$ cat src/rtl/mac_pkg.sv
// Shared types and sizing for the pipelined multiply unit.
// STAGES must divide DATA_W evenly; each stage consumes DATA_W/STAGES multiplier bits.
package mac_pkg;

  localparam int unsigned DATA_W  = 8;
  localparam int unsigned STAGES  = 4;
  localparam int unsigned RES_W   = 2 * DATA_W;
  localparam int unsigned LATENCY = STAGES;
  localparam int unsigned SLICE_W = DATA_W / STAGES;

  typedef struct packed {
    logic              valid;
    logic [DATA_W-1:0] a;
    logic [DATA_W-1:0] b;
    logic [RES_W-1:0]  sum;
  } mac_stage_t;

  // Partial product of a with the idx-th SLICE_W-bit slice of b, aligned to its weight.
  function automatic logic [RES_W-1:0] partial_product(
    input logic [DATA_W-1:0] a,
    input logic [DATA_W-1:0] b,
    input int unsigned       idx
  );
    logic [SLICE_W-1:0] slice_s;
    logic [RES_W-1:0]   prod_s;
    slice_s = SLICE_W'(b >> (idx * SLICE_W));
    prod_s  = RES_W'(a) * RES_W'(slice_s);
    return prod_s << (idx * SLICE_W);
  endfunction

endpackage

$ cat src/rtl/mac_if.sv
// Operand/result bundle of the pipelined multiply unit.
interface mac_if;
  import mac_pkg::*;

  logic              enable;
  logic [DATA_W-1:0] A;
  logic [DATA_W-1:0] B;
  logic [RES_W-1:0]  result;
  logic              done;

  modport master (output enable, output A, output B, input result, input done);
  modport slave  (input enable, input A, input B, output result, output done);

endinterface

$ cat src/rtl/mac_pp_stage.sv
// One pipeline stage: adds its partial product into the travelling sum and registers it.
module mac_pp_stage
  import mac_pkg::*;
#(
  parameter int unsigned STAGE_IDX = 0
) (
  input  logic       clk,
  input  logic       rst,
  input  mac_stage_t stage_in,
  output mac_stage_t stage_out
);

  mac_stage_t       stage_r;
  logic [RES_W-1:0] pp_s;

  // Partial product for this stage's multiplier slice.
  always_comb begin
    pp_s = partial_product(stage_in.a, stage_in.b, STAGE_IDX);
  end

  // Payload only moves with a valid bit, so idle operand changes never disturb it.
  always_ff @(posedge clk) begin
    if (rst) begin
      stage_r <= '0;
    end else begin
      stage_r.valid <= stage_in.valid;
      if (stage_in.valid) begin
        stage_r.a   <= stage_in.a;
        stage_r.b   <= stage_in.b;
        stage_r.sum <= stage_in.sum + pp_s;
      end
    end
  end

  assign stage_out = stage_r;

endmodule

$ cat src/rtl/mac_pipelined.sv
// Pipelined unsigned multiplier, one launch per cycle, result LATENCY cycles after launch.
// Define MAC_ACCUM_EN to accumulate every completed product into result (wraps mod 2^RES_W).
module mac_pipelined
  import mac_pkg::*;
(
  input logic  clk,
  input logic  rst,
  mac_if.slave bus
);

  mac_stage_t       launch_s;
  mac_stage_t       stage_r [STAGES];
  logic [RES_W-1:0] next_result_s;
  logic [RES_W-1:0] result_r;
  logic             done_r;

  // Operands feed stage 0 directly; its register doubles as the launch register.
  always_comb begin
    launch_s       = '0;
    launch_s.valid = bus.enable;
    launch_s.a     = bus.A;
    launch_s.b     = bus.B;
    launch_s.sum   = '0;
  end

  for (genvar s = 0; s < STAGES; s++) begin : g_stage
    if (s == 0) begin : g_first
      mac_pp_stage #(.STAGE_IDX(0)) u_stage (
        .clk       (clk),
        .rst       (rst),
        .stage_in  (launch_s),
        .stage_out (stage_r[0])
      );
    end else begin : g_rest
      mac_pp_stage #(.STAGE_IDX(s)) u_stage (
        .clk       (clk),
        .rst       (rst),
        .stage_in  (stage_r[s-1]),
        .stage_out (stage_r[s])
      );
    end
  end

  // In the accumulate build result_r itself is the accumulator.
  always_comb begin
    next_result_s = result_r;
`ifdef MAC_ACCUM_EN
    next_result_s = result_r + stage_r[STAGES-1].sum;
`else
    next_result_s = stage_r[STAGES-1].sum;
`endif
  end

  // Output register: loads only on a completed operation, done pulses for one cycle.
  always_ff @(posedge clk) begin
    if (rst) begin
      result_r <= '0;
      done_r   <= 1'b0;
    end else begin
      done_r <= stage_r[STAGES-1].valid;
      if (stage_r[STAGES-1].valid) begin
        result_r <= next_result_s;
      end
    end
  end

  assign bus.result = result_r;
  assign bus.done   = done_r;

endmodule

$ cat src/flat_wrapper.sv
// flat-port wrapper written by rule: the top's interface ports become plain ports
module mac_pipelined_flat import mac_pkg::*;
  (clk, rst, bus_enable, bus_A, bus_B, bus_result, bus_done);
  mac_if bus_i ();
  input logic clk;
  input logic rst;
  input wire logic [$bits(bus_i.enable)-1:0] bus_enable;
  input wire logic [$bits(bus_i.A)-1:0] bus_A;
  input wire logic [$bits(bus_i.B)-1:0] bus_B;
  output wire logic [$bits(bus_i.result)-1:0] bus_result;
  output wire logic [$bits(bus_i.done)-1:0] bus_done;
  assign bus_i.enable = bus_enable;
  assign bus_i.A = bus_A;
  assign bus_i.B = bus_B;
  assign bus_result = bus_i.result;
  assign bus_done = bus_i.done;
  mac_pipelined u_core (.clk(clk), .rst(rst), .bus(bus_i));
endmodule
$ cat config.mk
export PLATFORM = sky130hd
export DESIGN_NAME = mac_pipelined_flat
export DESIGN_NICKNAME = d
export VERILOG_FILES = /design/src/rtl/mac_pkg.sv /design/src/rtl/mac_if.sv /design/src/rtl/mac_pp_stage.sv /design/src/rtl/mac_pipelined.sv /design/src/flat_wrapper.sv
export SDC_FILE = /design/constraint.sdc
export NUM_CORES = 1
export LEC_CHECK = 0
export ABC_AREA = 1
export BUFFER_PORTS_ARGS = -buffer_cell sky130_fd_sc_hd__buf_2
export CORE_ASPECT_RATIO = 0.75
export CORE_MARGIN = 2
export CORE_UTILIZATION = 35
export CTS_BUF_LIST = sky130_fd_sc_hd__clkbuf_8
export DETAILED_ROUTE_END_ITERATION = 8
export PLACE_DENSITY_LB_ADDON = 0.15
export SLEW_MARGIN = 20
export SYNTH_ARGS = -nofsm -noshare
export SYNTH_HDL_FRONTEND = slang
export SYNTH_SLANG_ARGS = --single-unit
$ cat constraint.sdc
create_clock -name clk -period 3.5 [get_ports clk]
set_input_delay 0.7 -clock clk [delete_from_list [all_inputs] [get_ports clk]]
set_output_delay 0.7 -clock clk [all_outputs]
set_load 0.02 [all_outputs]
==> results of run 1 <==
==> worst max path at each step <==
| stage | to | slack [ns] | from | cells after the start |
|---|---|---|---|---|
| 2_1_floorplan | u_core.g_stage[3].g_rest.u_stage.stage_out[15]$_SDFFE_PP0P_ | 0.63 | u_core.g_stage[2].g_rest.u_stage.stage_out[22]$_SDFFE_PP0P_ | 20 |
| 3_3_place_gp | u_core.g_stage[3].g_rest.u_stage.stage_out[15]$_SDFFE_PP0P_ | 0.52 | u_core.g_stage[2].g_rest.u_stage.stage_out[23]$_SDFFE_PP0P_ | 19 |
| 3_5_place_dp | u_core.g_stage[3].g_rest.u_stage.stage_out[15]$_SDFFE_PP0P_ | 0.39 | u_core.g_stage[2].g_rest.u_stage.stage_out[23]$_SDFFE_PP0P_ | 19 |
| 4_1_cts | u_core.g_stage[3].g_rest.u_stage.stage_out[15]$_SDFFE_PP0P_ | 0.38 | u_core.g_stage[2].g_rest.u_stage.stage_out[23]$_SDFFE_PP0P_ | 19 |
| 5_1_grt | u_core.g_stage[3].g_rest.u_stage.stage_out[15]$_SDFFE_PP0P_ | 0.03 | u_core.g_stage[2].g_rest.u_stage.stage_out[23]$_SDFFE_PP0P_ | 19 |
| 6_report | u_core.g_stage[3].g_rest.u_stage.stage_out[15]$_SDFFE_PP0P_ | 0.38 | u_core.g_stage[2].g_rest.u_stage.stage_out[23]$_SDFFE_PP0P_ | 19 |
==> Yosys cell counts, drive strengths merged (11+ instances only) <==
cell type  instances  share of area
xor2              25          0.032
buf               15          0.013
nand3             39          0.030
nand2            165          0.096
xnor2             11          0.014
ha                55           0.10
inv              157          0.087
o21ai            104          0.079
clkbuf            25          0.014
a21oi             56          0.043
nor2             183           0.10
dfxtp            111           0.33
==> worst min-delay path: stages (launching register included) <==
cell,delay [ns]
dfxtp_1,0.31
inv_1,0.06
a21oi_1,0.06
==> area by class of cell <==
type / instances / area [µm²] / area share
Clock buffer: 9 / 123.9 / 0.01684
Clock inverter: 7 / 98.84 / 0.01344
Inverter: 157 / 589.3 / 0.08012
Multi-Input combinational cell: 684 / 3777 / 0.5135
Sequential cell: 111 / 2222 / 0.3021
Tap cell: 253 / 316.6 / 0.04303
Timing Repair Buffer: 42 / 227.7 / 0.03096
==> per-layer routing <==
layer	track usage	routed length, µm	vias to the layer above
met1	0.2643	9108	2543
li1	-	-	3154
met3	0.02731	494	10
met2	0.2213	5824	65
met4	0.03990	181	0
met5	0	0	-
==> placed cells by master, fill, tap and decap left out, types with 9 or more instances in the layout <==
cell type and instances:
nor2_1 182, nand2_1 158, inv_1 156, dfxtp_1 111
o21ai_0 87, a21oi_1 55, ha_1 55, nand3_1 37
buf_2 35, xor2_1 25, o21ai_1 14, xnor2_1 11
clkbuf_8 9
==> where the power goes <==
group	switching (mW)	internal, mW
registers	0.0573	1.33
logic	0.204	0.117
clock network	0.533	0.305
total	0.795	1.75
==> state kept, by name, summed over array words and instances, names as in the netlist <==
register / flops
u_core.bus.result: 16
u_core.bus.done: 1
u_core.g_stage.g_rest.u_stage.stage_out: 69
u_core.g_stage.g_first.u_stage.stage_out: 25
==> per-stage QoR <==
step / hold slack, ns / util / cell area [µm²]
final: 0.4664 / 0.3839 / 7356
after global routing: 0.4950 / 0.3839 / 7356
after CTS: 0.4706 / 0.3839 / 7356
after detailed placement: 0.4578 / 0.3723 / 7133
after global placement: 0.4542 / 0.3723 / 7133
after floorplan: 0.4333 / - / 6771
==> cell families after synthesis <==
family / count (synthesis)
xor gates and xnor gates: 36
AOI/OAI and AO/OA: 183
and+or+nand+nor: 403
buffers and inverters: 197
DFF: 111
adders and majority gates: 62
==> metrics.txt, run 1 <==
status=completed; Worst-Margin Slew=about 0.75 ns; dominant synthesized flop cell=dfxtp_1; EDFF count, synth=0; final std cells w/o fill=1263; Post-Syn Area=a little under 0.007 mm²; slowest CP cell=dfxtp_1; post-synth cell types=39; share of cells above drive strength 1=0.07228; vias=between 5000 and 6000; row cnt=44; Crit path largest cell delay=around 0.5 ns; core area=approximately 0.019 mm²; pwr dens=between 300 and 400 mW/mm²; leak pwr=~4.2 nW; sequential share of the synthesized area=0.3282; count of final setup violators=0; post-synthesis simple-gate area fraction=0.2422; r2r startpoint=u_core.g_stage[2].g_rest.u_stage.stage_out[23]$_SDFFE_PP0P_; hold_sp=u_core.g_stage[3].g_rest.u_stage.stage_out[10]$_SDFFE_PP0P_; Max-Cap Viols=0; adder-cell share of the synthesized area=0.1223; # diodes=0; CP endpoint kind=register; fin crit share=0.8910; Initial DRC Count=around 340; ys async rst share=0; root buffer cell=clkbuf_8; critical path class=reg -> reg; maximum vdd drop=0.2695 mV; Layout fillers=2114; vias per cell=4.570; Die Ht=~120 µm; PortBufs=35; Worst Hold End=u_core.bus.result[10]$_SDFFE_PP0P_; Synth Warn #=0; crit path DAT=about 3.4 ns; fraction of the mapped netlist area in compound gates=0.1467; cells after synthesis=roughly 990; CTS-repair resized insts=0; setup ws final=approximately 0.38 ns; dpl ws=0.3944 ns; Reg-to-Reg End=u_core.g_stage[3].g_rest.u_stage.stage_out[15]$_SDFFE_PP0P_; Hold Crit Class=reg -> reg; Synth Area in XOR/XNOR=0.04656; final hold viol count=0; Clock Sinks=around 110; io pins=36; clock buffer depth=2; min Tclk post-route=3.118 ns; setup TNS=0 ns; clk slew on worst S/H paths=~0.12 ns; Worst Path Required=roughly 3.8 ns; Syn Area/Cell=around 6.8 µm²; initial antenna violation count=0; RSZ-0062 raised after global routing=no; number of global-route vias before repair=~5500; chip width=164.6 µm; cells on worst reg2reg path=19; Cells after DPL=between 1000 and 1500; H-tree depth=3; post-DR wirelength/cell=around 12 µm; largest net degree at the start of global routing=35; CTS buffer count=9; antenna viol nets, final=0; worst path cell trace=nand2_1, inv_1, ha_1, inv_1, fa_1, o21ai_2, a21oi_1, o21ai_1, xor2_1, inv_1, ha_1, nand2_1, nor2_1, nand3_1, nand3_1, nand2b_1, nand3_1, nand2_1, inv_1; pins over their slew limit=0; Max FO, Critical Path=9; dpl hpwl=about 12000 µm; gr ovfl total=0; GPL Wtd Cong=0.8650; postcts setup bufs=0; skew final=about 0.022 ns; r2r setup slk=around 0.38 ns; Initial Util=0.3534; nets=1086; die area=about 0.02 mm²; clock latency at the later pin of the worst-skew pair=0.41 ns; Hold Path Depth=2; DRT Pass-1 Iters=4; Routed Wire Length=~16000 µm; GRT Overall Usage=0.1640; CTS tree=built; syn nets=around 1100; Slew headroom=0.4982; number of remaining DRC errors=0; delay-heaviest family, CP=adder cells; synthesis-to-finish area growth=8.629%; Startpoint Class=register; Total Power=between 2 and 3 mW; Yosys reg bits=111; WP buf/inv=4; largest family of logic cells by synthesized area=simple AND/OR/NAND/NOR gates; crit-path most repeated cell=inv_1; first-pass GRT wire length=around 27000 µm; Hold-fix buffers, CTS=0; Max Freq=0.3207 GHz; mux cell area share after synthesis=0
Power figures use the tool's default switching activity.
==> run 2: changes to the inputs <==
--- a/config.mk
+++ b/config.mk
@@ -10,7 +10,6 @@
 export CORE_ASPECT_RATIO = 0.75
 export CORE_MARGIN = 2
 export CORE_UTILIZATION = 35
-export CTS_BUF_LIST = sky130_fd_sc_hd__clkbuf_8
 export DETAILED_ROUTE_END_ITERATION = 8
 export PLACE_DENSITY_LB_ADDON = 0.15
 export SLEW_MARGIN = 20
==> run 2 against run 1 <==
Combinational power barely moved. Die area is the same. Sequential power barely moved. Maximum frequency hardly changed. Critical path depth unchanged. Critical endpoint unchanged.
==> metrics.txt, run 2 (same netlist as run 1, synthesis figures left out) <==
core area=approximately 0.019 mm²; leak pwr=4.272 nW; post-DR wirelength/cell=around 12 µm; CP endpoint kind=register; DRT Pass-1 Iters=4; dpl hpwl=roughly 12000 µm; # diodes=0; Clock Sinks=approximately 110; Initial Util=0.3534; largest net degree at the start of global routing=35; combinational power share=0.115; final core utilization=0.3892; row cnt=44; routed wl met3=about 330 µm; CTS buffer count=9; crit path DAT=3.39 ns; clk slew on worst S/H paths=around 0.08 ns; antenna viol nets, final=0; max FFs per register=69; r2r startpoint=u_core.g_stage[2].g_rest.u_stage.stage_out[23]$_SDFFE_PP0P_; die area=between 0.02 and 0.025 mm²; Max-Cap Viols=0; clock buffer depth=2; count of final setup violators=0; pwr dens=about 370 mW/mm²; postcts setup bufs=0; Reg-to-Reg End=u_core.g_stage[3].g_rest.u_stage.stage_out[15]$_SDFFE_PP0P_; CTS-repair resized insts=0; io pins=36; vias=5788; synthesis-to-finish area growth=10.13%; Startpoint Class=register; maximum vdd drop=~0.27 mV; Max Freq=0.3205 GHz; Worst Path Required=between 3 and 4 ns; first-pass GRT wire length=between 20000 and 30000 µm; Layout fillers=approximately 2100; GRT Overall Usage=0.1643; r2r setup slk=approximately 0.38 ns; fin crit share=0.8915; Met1 Wirelength=9417 µm; critical path class=reg -> reg; RSZ-0062 raised after global routing=no; crit-path most repeated cell=inv_1; met2 wire len=5799 µm; Hold Path Depth=2; setup TNS=0 ns; worst path cell trace=nand2_1, inv_1, ha_1, inv_1, fa_1, o21ai_2, a21oi_1, o21ai_1, xor2_1, inv_1, ha_1, nand2_1, nor2_1, nand3_1, nand3_1, nand2b_1, nand3_1, nand2_1, inv_1; min Tclk post-route=between 3 and 4 ns; Crit path largest cell delay=around 0.5 ns; CTS tree=built; number of global-route vias before repair=5496; Clock Power Share=0.390; chip width=164.6 µm; cells on worst reg2reg path=19; PortBufs=35; Slew headroom=0.4824; Initial DRC Count=315; P_int=~2 mW; Routed Wire Length=15700 µm; root buffer cell=clkbuf_16; slowest CP cell=dfxtp_1; hold_ws=between 0.4 and 0.5 ns; Hold Crit Class=reg -> reg; vias per cell=4.583; part of the power in registers=0.495; H-tree depth=3; Top Layer Used=met4; nets=about 1100; clock latency at the later pin of the worst-skew pair=around 0.37 ns; Die Ht=~120 µm; status=completed; gr ovfl total=0; hold_sp=u_core.g_stage[3].g_rest.u_stage.stage_out[10]$_SDFFE_PP0P_; Switching Share=0.2935; Hold-fix buffers, CTS=0; skew final=roughly 0.019 ns; Worst Hold End=u_core.bus.result[10]$_SDFFE_PP0P_; Worst-Margin Slew=between 0.7 and 0.8 ns; pins over their slew limit=0; highest-count cells in the layout ignoring fill and taps=nor2_1, nand2_1, inv_1; share of cells above drive strength 1=0.07228; final hold viol count=0; initial antenna violation count=0; Sw Pwr=819.5 µW; most common cell after layout, fill and taps aside=nor2_1; Max FO, Critical Path=9; GPL Wtd Cong=0.8650; number of remaining DRC errors=0
==> run 2: how the worst max path moves through the flow <==
stage                                                                            from                                                     endpoint  depth (start not counted)
after floorplan           u_core.g_stage[2].g_rest.u_stage.stage_out[22]$_SDFFE_PP0P_  u_core.g_stage[3].g_rest.u_stage.stage_out[15]$_SDFFE_PP0P_                         20
after global placement    u_core.g_stage[2].g_rest.u_stage.stage_out[23]$_SDFFE_PP0P_  u_core.g_stage[3].g_rest.u_stage.stage_out[15]$_SDFFE_PP0P_                         19
after detailed placement  u_core.g_stage[2].g_rest.u_stage.stage_out[23]$_SDFFE_PP0P_  u_core.g_stage[3].g_rest.u_stage.stage_out[15]$_SDFFE_PP0P_                         19
after CTS                 u_core.g_stage[2].g_rest.u_stage.stage_out[23]$_SDFFE_PP0P_  u_core.g_stage[3].g_rest.u_stage.stage_out[15]$_SDFFE_PP0P_                         19
after global routing      u_core.g_stage[2].g_rest.u_stage.stage_out[23]$_SDFFE_PP0P_  u_core.g_stage[3].g_rest.u_stage.stage_out[15]$_SDFFE_PP0P_                         19
final                     u_core.g_stage[2].g_rest.u_stage.stage_out[23]$_SDFFE_PP0P_  u_core.g_stage[3].g_rest.u_stage.stage_out[15]$_SDFFE_PP0P_                         19
==> run 2: through the flow <==
stage / std cells / cell area (µm²) / power (mW) / worst slack, ns
after floorplan: 992 / 6771 / 1.638 / 0.6329
after global placement: 1247 / 7133 / 1.736 / 0.5155
after detailed placement: 1247 / 7133 / 1.734 / 0.3944
after CTS: 1263 / 7457 / 2.832 / 0.3841
after global routing: 1263 / 7457 / 2.947 / 0.03527
final: 1263 / 7457 / 2.792 / 0.3798
==> run 2: final cells by class <==
cell class	instances	area, µm²	area share
clock inverter	7	98.84	0.01326
inverter	157	589.3	0.07903
clock buffer	9	225.2	0.03020
tap	253	316.6	0.04245
timing repair buffer	42	227.7	0.03054
sequential	111	2222	0.2980
multi-input combinational	684	3777	0.5065
==> run 2: critical path: cells and delay by family, from the launching register on <==
family,cells,cell delay (ns)
fa+ha+maj,3,0.94
simple gates,8,0.79
flops,1,0.49
compound gates,3,0.46
buf+inv,4,0.20
xor+xnor,1,0.15
==> run 2: routing by layer <==
| layer | vias to the layer above | GRT usage |
|---|---|---|
| met5 | - | 0 |
| li1 | 3159 | - |
| met4 | 0 | 0.03990 |
| met3 | 7 | 0.02831 |
| met1 | 2580 | 0.2643 |
| met2 | 42 | 0.2218 |
==> run 2: power groups by stage <==
stage / clock (mW) / sequential (mW) / combinational (mW)
floorplan: 0 / 1.39 / 0.251
global placement: 0 / 1.41 / 0.325
detailed placement: 0 / 1.41 / 0.323
CTS: 1.12 / 1.38 / 0.325
global route: 1.18 / 1.39 / 0.378
finish: 1.09 / 1.38 / 0.322
==> run 3: changes to the inputs <==
--- a/config.mk
+++ b/config.mk
@@ -5,7 +5,6 @@
 export SDC_FILE = /design/constraint.sdc
 export NUM_CORES = 1
 export LEC_CHECK = 0
-export ABC_AREA = 1
 export BUFFER_PORTS_ARGS = -buffer_cell sky130_fd_sc_hd__buf_2
 export CORE_ASPECT_RATIO = 0.75
 export CORE_MARGIN = 2
==> run 3 against run 2 <==
First-iteration DRC count shrank 33%. Critical path type unchanged. Cell area shrank 3.6%. Count of clock-buffer cells in the layout is the same.
==> metrics.txt, run 3 <==
r2r startpoint=u_core.g_stage[1].g_rest.u_stage.stage_out[20]$_SDFFE_PP0P_; Hold-fix buffers, CTS=0; Slew headroom=0.2902; core area=~0.018 mm²; Die Ht=roughly 120 µm; Layout fillers=1878; clock latency at the later pin of the worst-skew pair=0.37 ns; syn nets=approximately 800; EDFF count, synth=0; Clock Sinks=111; critical path class=reg -> reg; fin crit share=0.9381; CTS tree=built; antenna viol nets, final=0; most numerous cell in the Yosys netlist=nor2_1; clock buffer depth=2; gr ovfl total=0; Routed Wire Length=13920 µm; Synth area leader=dfxtp_1; share of cells above drive strength 1=0.09733; PortBufs=35; die area=about 0.020 mm²; chip width=160.9 µm; skew final=0.009425 ns; H-tree depth=3; final std cells w/o fill=around 1000; min Tclk post-route=between 3 and 4 ns; root buffer cell=clkbuf_16; final hold viol count=0; ys async rst share=0; number of remaining DRC errors=0; initial antenna violation count=0; io pins=36; Reg-to-Reg End=u_core.g_stage[2].g_rest.u_stage.stage_out[12]$_SDFFE_PP0P_; DRT Pass-1 Iters=4; count of final setup violators=0; GRT Overall Usage=0.1491; RSZ-0062 raised after global routing=yes; nets=slightly above 800; vias=~4900; crit path from=u_core.g_stage[1].g_rest.u_stage.stage_out[20]$_SDFFE_PP0P_; Worst-Margin Slew=between 1 and 1.5 ns; post-synth cell types=54; Startpoint Class=register; Max Freq=0.3046 GHz; cells after synthesis=722; Syn Area/Cell=~9.0 µm²; share of the synthesized area in the top cell type=0.3437; # diodes=0; Area contributors post-synth=dfxtp_1, mux2i_1, ha_1; max FFs per register=69; first-pass GRT wire length=~23000 µm; Worst Path Required=3.75 ns; dominant synthesized flop cell=dfxtp_1; clk slew on worst S/H paths=roughly 0.070 ns; maximum vdd drop=around 0.25 mV; Synth Warn #=0; Cells after DPL=slightly below 1000; status=completed; GPL Wtd Cong=just over 0.8; synthesis-to-finish area growth=11.21%; r2r setup slk=around 0.22 ns; hold_ws=roughly 0.47 ns; vias per cell=4.908; row cnt=43; Max-Cap Viols=0; crit path capture=u_core.g_stage[2].g_rest.u_stage.stage_out[12]$_SDFFE_PP0P_; highest-count cells in the layout ignoring fill and taps=nor2_1, dfxtp_1, mux2i_1; Hold Crit Class=reg -> reg; number of global-route vias before repair=roughly 4600; leak pwr=roughly 3.1 nW; Initial Util=0.3534; largest net degree at the start of global routing=between 70 and 80; CP endpoint kind=register; crit path DAT=3.53 ns; Initial DRC Count=between 200 and 250; cells on worst reg2reg path=16; dpl hpwl=roughly 10000 µm; sequential share of the synthesized area=0.3437; post-DR wirelength/cell=~14 µm; CTS buffer count=9; Max FO, Critical Path=9; top cells by count, synth=nor2_1, dfxtp_1, mux2i_1; Yosys reg bits=111; most common cell after layout, fill and taps aside=nor2_1; pwr dens=approximately 350 mW/mm²; pins over their slew limit=0; Post-Syn Area=0.006465 mm²
-- run 3: power breakdown --
group / leakage, nW / total [mW] / internal, mW / switching (mW)
Clock: 0.141 / 1.01 / 0.500 / 0.510
Sequential: 0.902 / 1.32 / 1.29 / 0.0301
Combinational: 2.10 / 0.218 / 0.0948 / 0.123
-- run 3: how the worst min path moves through the flow --
stage                                                                      from                                                           to  slack (ns)  cells past startpoint
floorplan           u_core.g_stage[2].g_rest.u_stage.stage_out[14]$_SDFFE_PP0P_  u_core.g_stage[2].g_rest.u_stage.stage_out[14]$_SDFFE_PP0P_        0.43                      2
global placement    u_core.g_stage[1].g_rest.u_stage.stage_out[12]$_SDFFE_PP0P_  u_core.g_stage[1].g_rest.u_stage.stage_out[12]$_SDFFE_PP0P_        0.46                      2
detailed placement  u_core.g_stage[1].g_rest.u_stage.stage_out[12]$_SDFFE_PP0P_  u_core.g_stage[1].g_rest.u_stage.stage_out[12]$_SDFFE_PP0P_        0.46                      2
CTS                 u_core.g_stage[1].g_rest.u_stage.stage_out[12]$_SDFFE_PP0P_  u_core.g_stage[1].g_rest.u_stage.stage_out[12]$_SDFFE_PP0P_        0.48                      2
global route        u_core.g_stage[1].g_rest.u_stage.stage_out[12]$_SDFFE_PP0P_  u_core.g_stage[1].g_rest.u_stage.stage_out[12]$_SDFFE_PP0P_        0.50                      2
finish              u_core.g_stage[3].g_rest.u_stage.stage_out[14]$_SDFFE_PP0P_  u_core.g_stage[3].g_rest.u_stage.stage_out[14]$_SDFFE_PP0P_        0.47                      2
-- run 3: routing by layer --
metal,GRT usage,share of wire,vias to the layer above
li1,-,-,2549
met1,0.2167,0.55,2282
met2,0.2181,0.41,50
met3,0.03303,0.028,12
met4,0.04967,0.014,0
met5,0,0,-
-- run 3: what timing repair did --
action / in CTS / in global routing
setup buffers: 0 / 0
endpoints found under the setup margin: 0 / 4
resized for setup: 0 / 7
-- run 3: per-stage QoR --
| step | cell area (µm²) | util | setup slack, ns | TNS (ns) | power, mW |
|---|---|---|---|---|---|
| after floorplan | 6465 | - | 0.3303 | 0 | 1.508 |
| after global placement | 6883 | 0.3763 | 0.1724 | 0 | 1.569 |
| after detailed placement | 6883 | 0.3763 | 0.04087 | 0 | 1.573 |
| after CTS | 7169 | 0.3919 | 0.009963 | 0 | 2.601 |
| after global routing | 7189 | 0.3930 | -0.007646 | -0.007646 | 2.679 |
| final | 7189 | 0.3930 | 0.2168 | 0 | 2.551 |
-- run 3: cells by family (layout without fill, tap and decap cells) --
kind of cell,Yosys count,in the layout,synth area share
buffers and inverters,55,83,0.03329
AO/OA/AOI/OAI,118,118,0.1262
AND/OR/NAND/NOR,256,256,0.1895
multiplexers,86,86,0.1332
adder cells (fa/ha/maj),62,62,0.1281
XOR/XNOR,34,34,0.04606
flip-flops,111,111,0.3437
-- run 3: cell type report --
class | instances | area (µm²) | share of cell area
clock buffer | 9 | 225.2 | 0.03133
clock inverter | 7 | 61.31 | 0.008528
inverter | 25 | 93.84 | 0.01305
multi-input combinational | 556 | 4041 | 0.5621
sequential | 111 | 2228 | 0.3100
tap | 247 | 309.0 | 0.04299
timing repair buffer | 42 | 230.2 | 0.03202
-- run 3: worst max-delay path, stage by stage (launching register included) --
cell      delay (ns)
dfxtp_4         0.39
and2_1          0.13
ha_1            0.16
inv_1           0.06
fa_1            0.41
nor2b_1         0.13
o21ai_1         0.10
a21boi_2        0.19
o21a_1          0.13
nor2_1          0.05
xnor2_1         0.23
ha_1            0.28
a21oi_2         0.15
nand2_1         0.07
o21a_1          0.20
nor4b_1         0.15
a311o_1         0.34
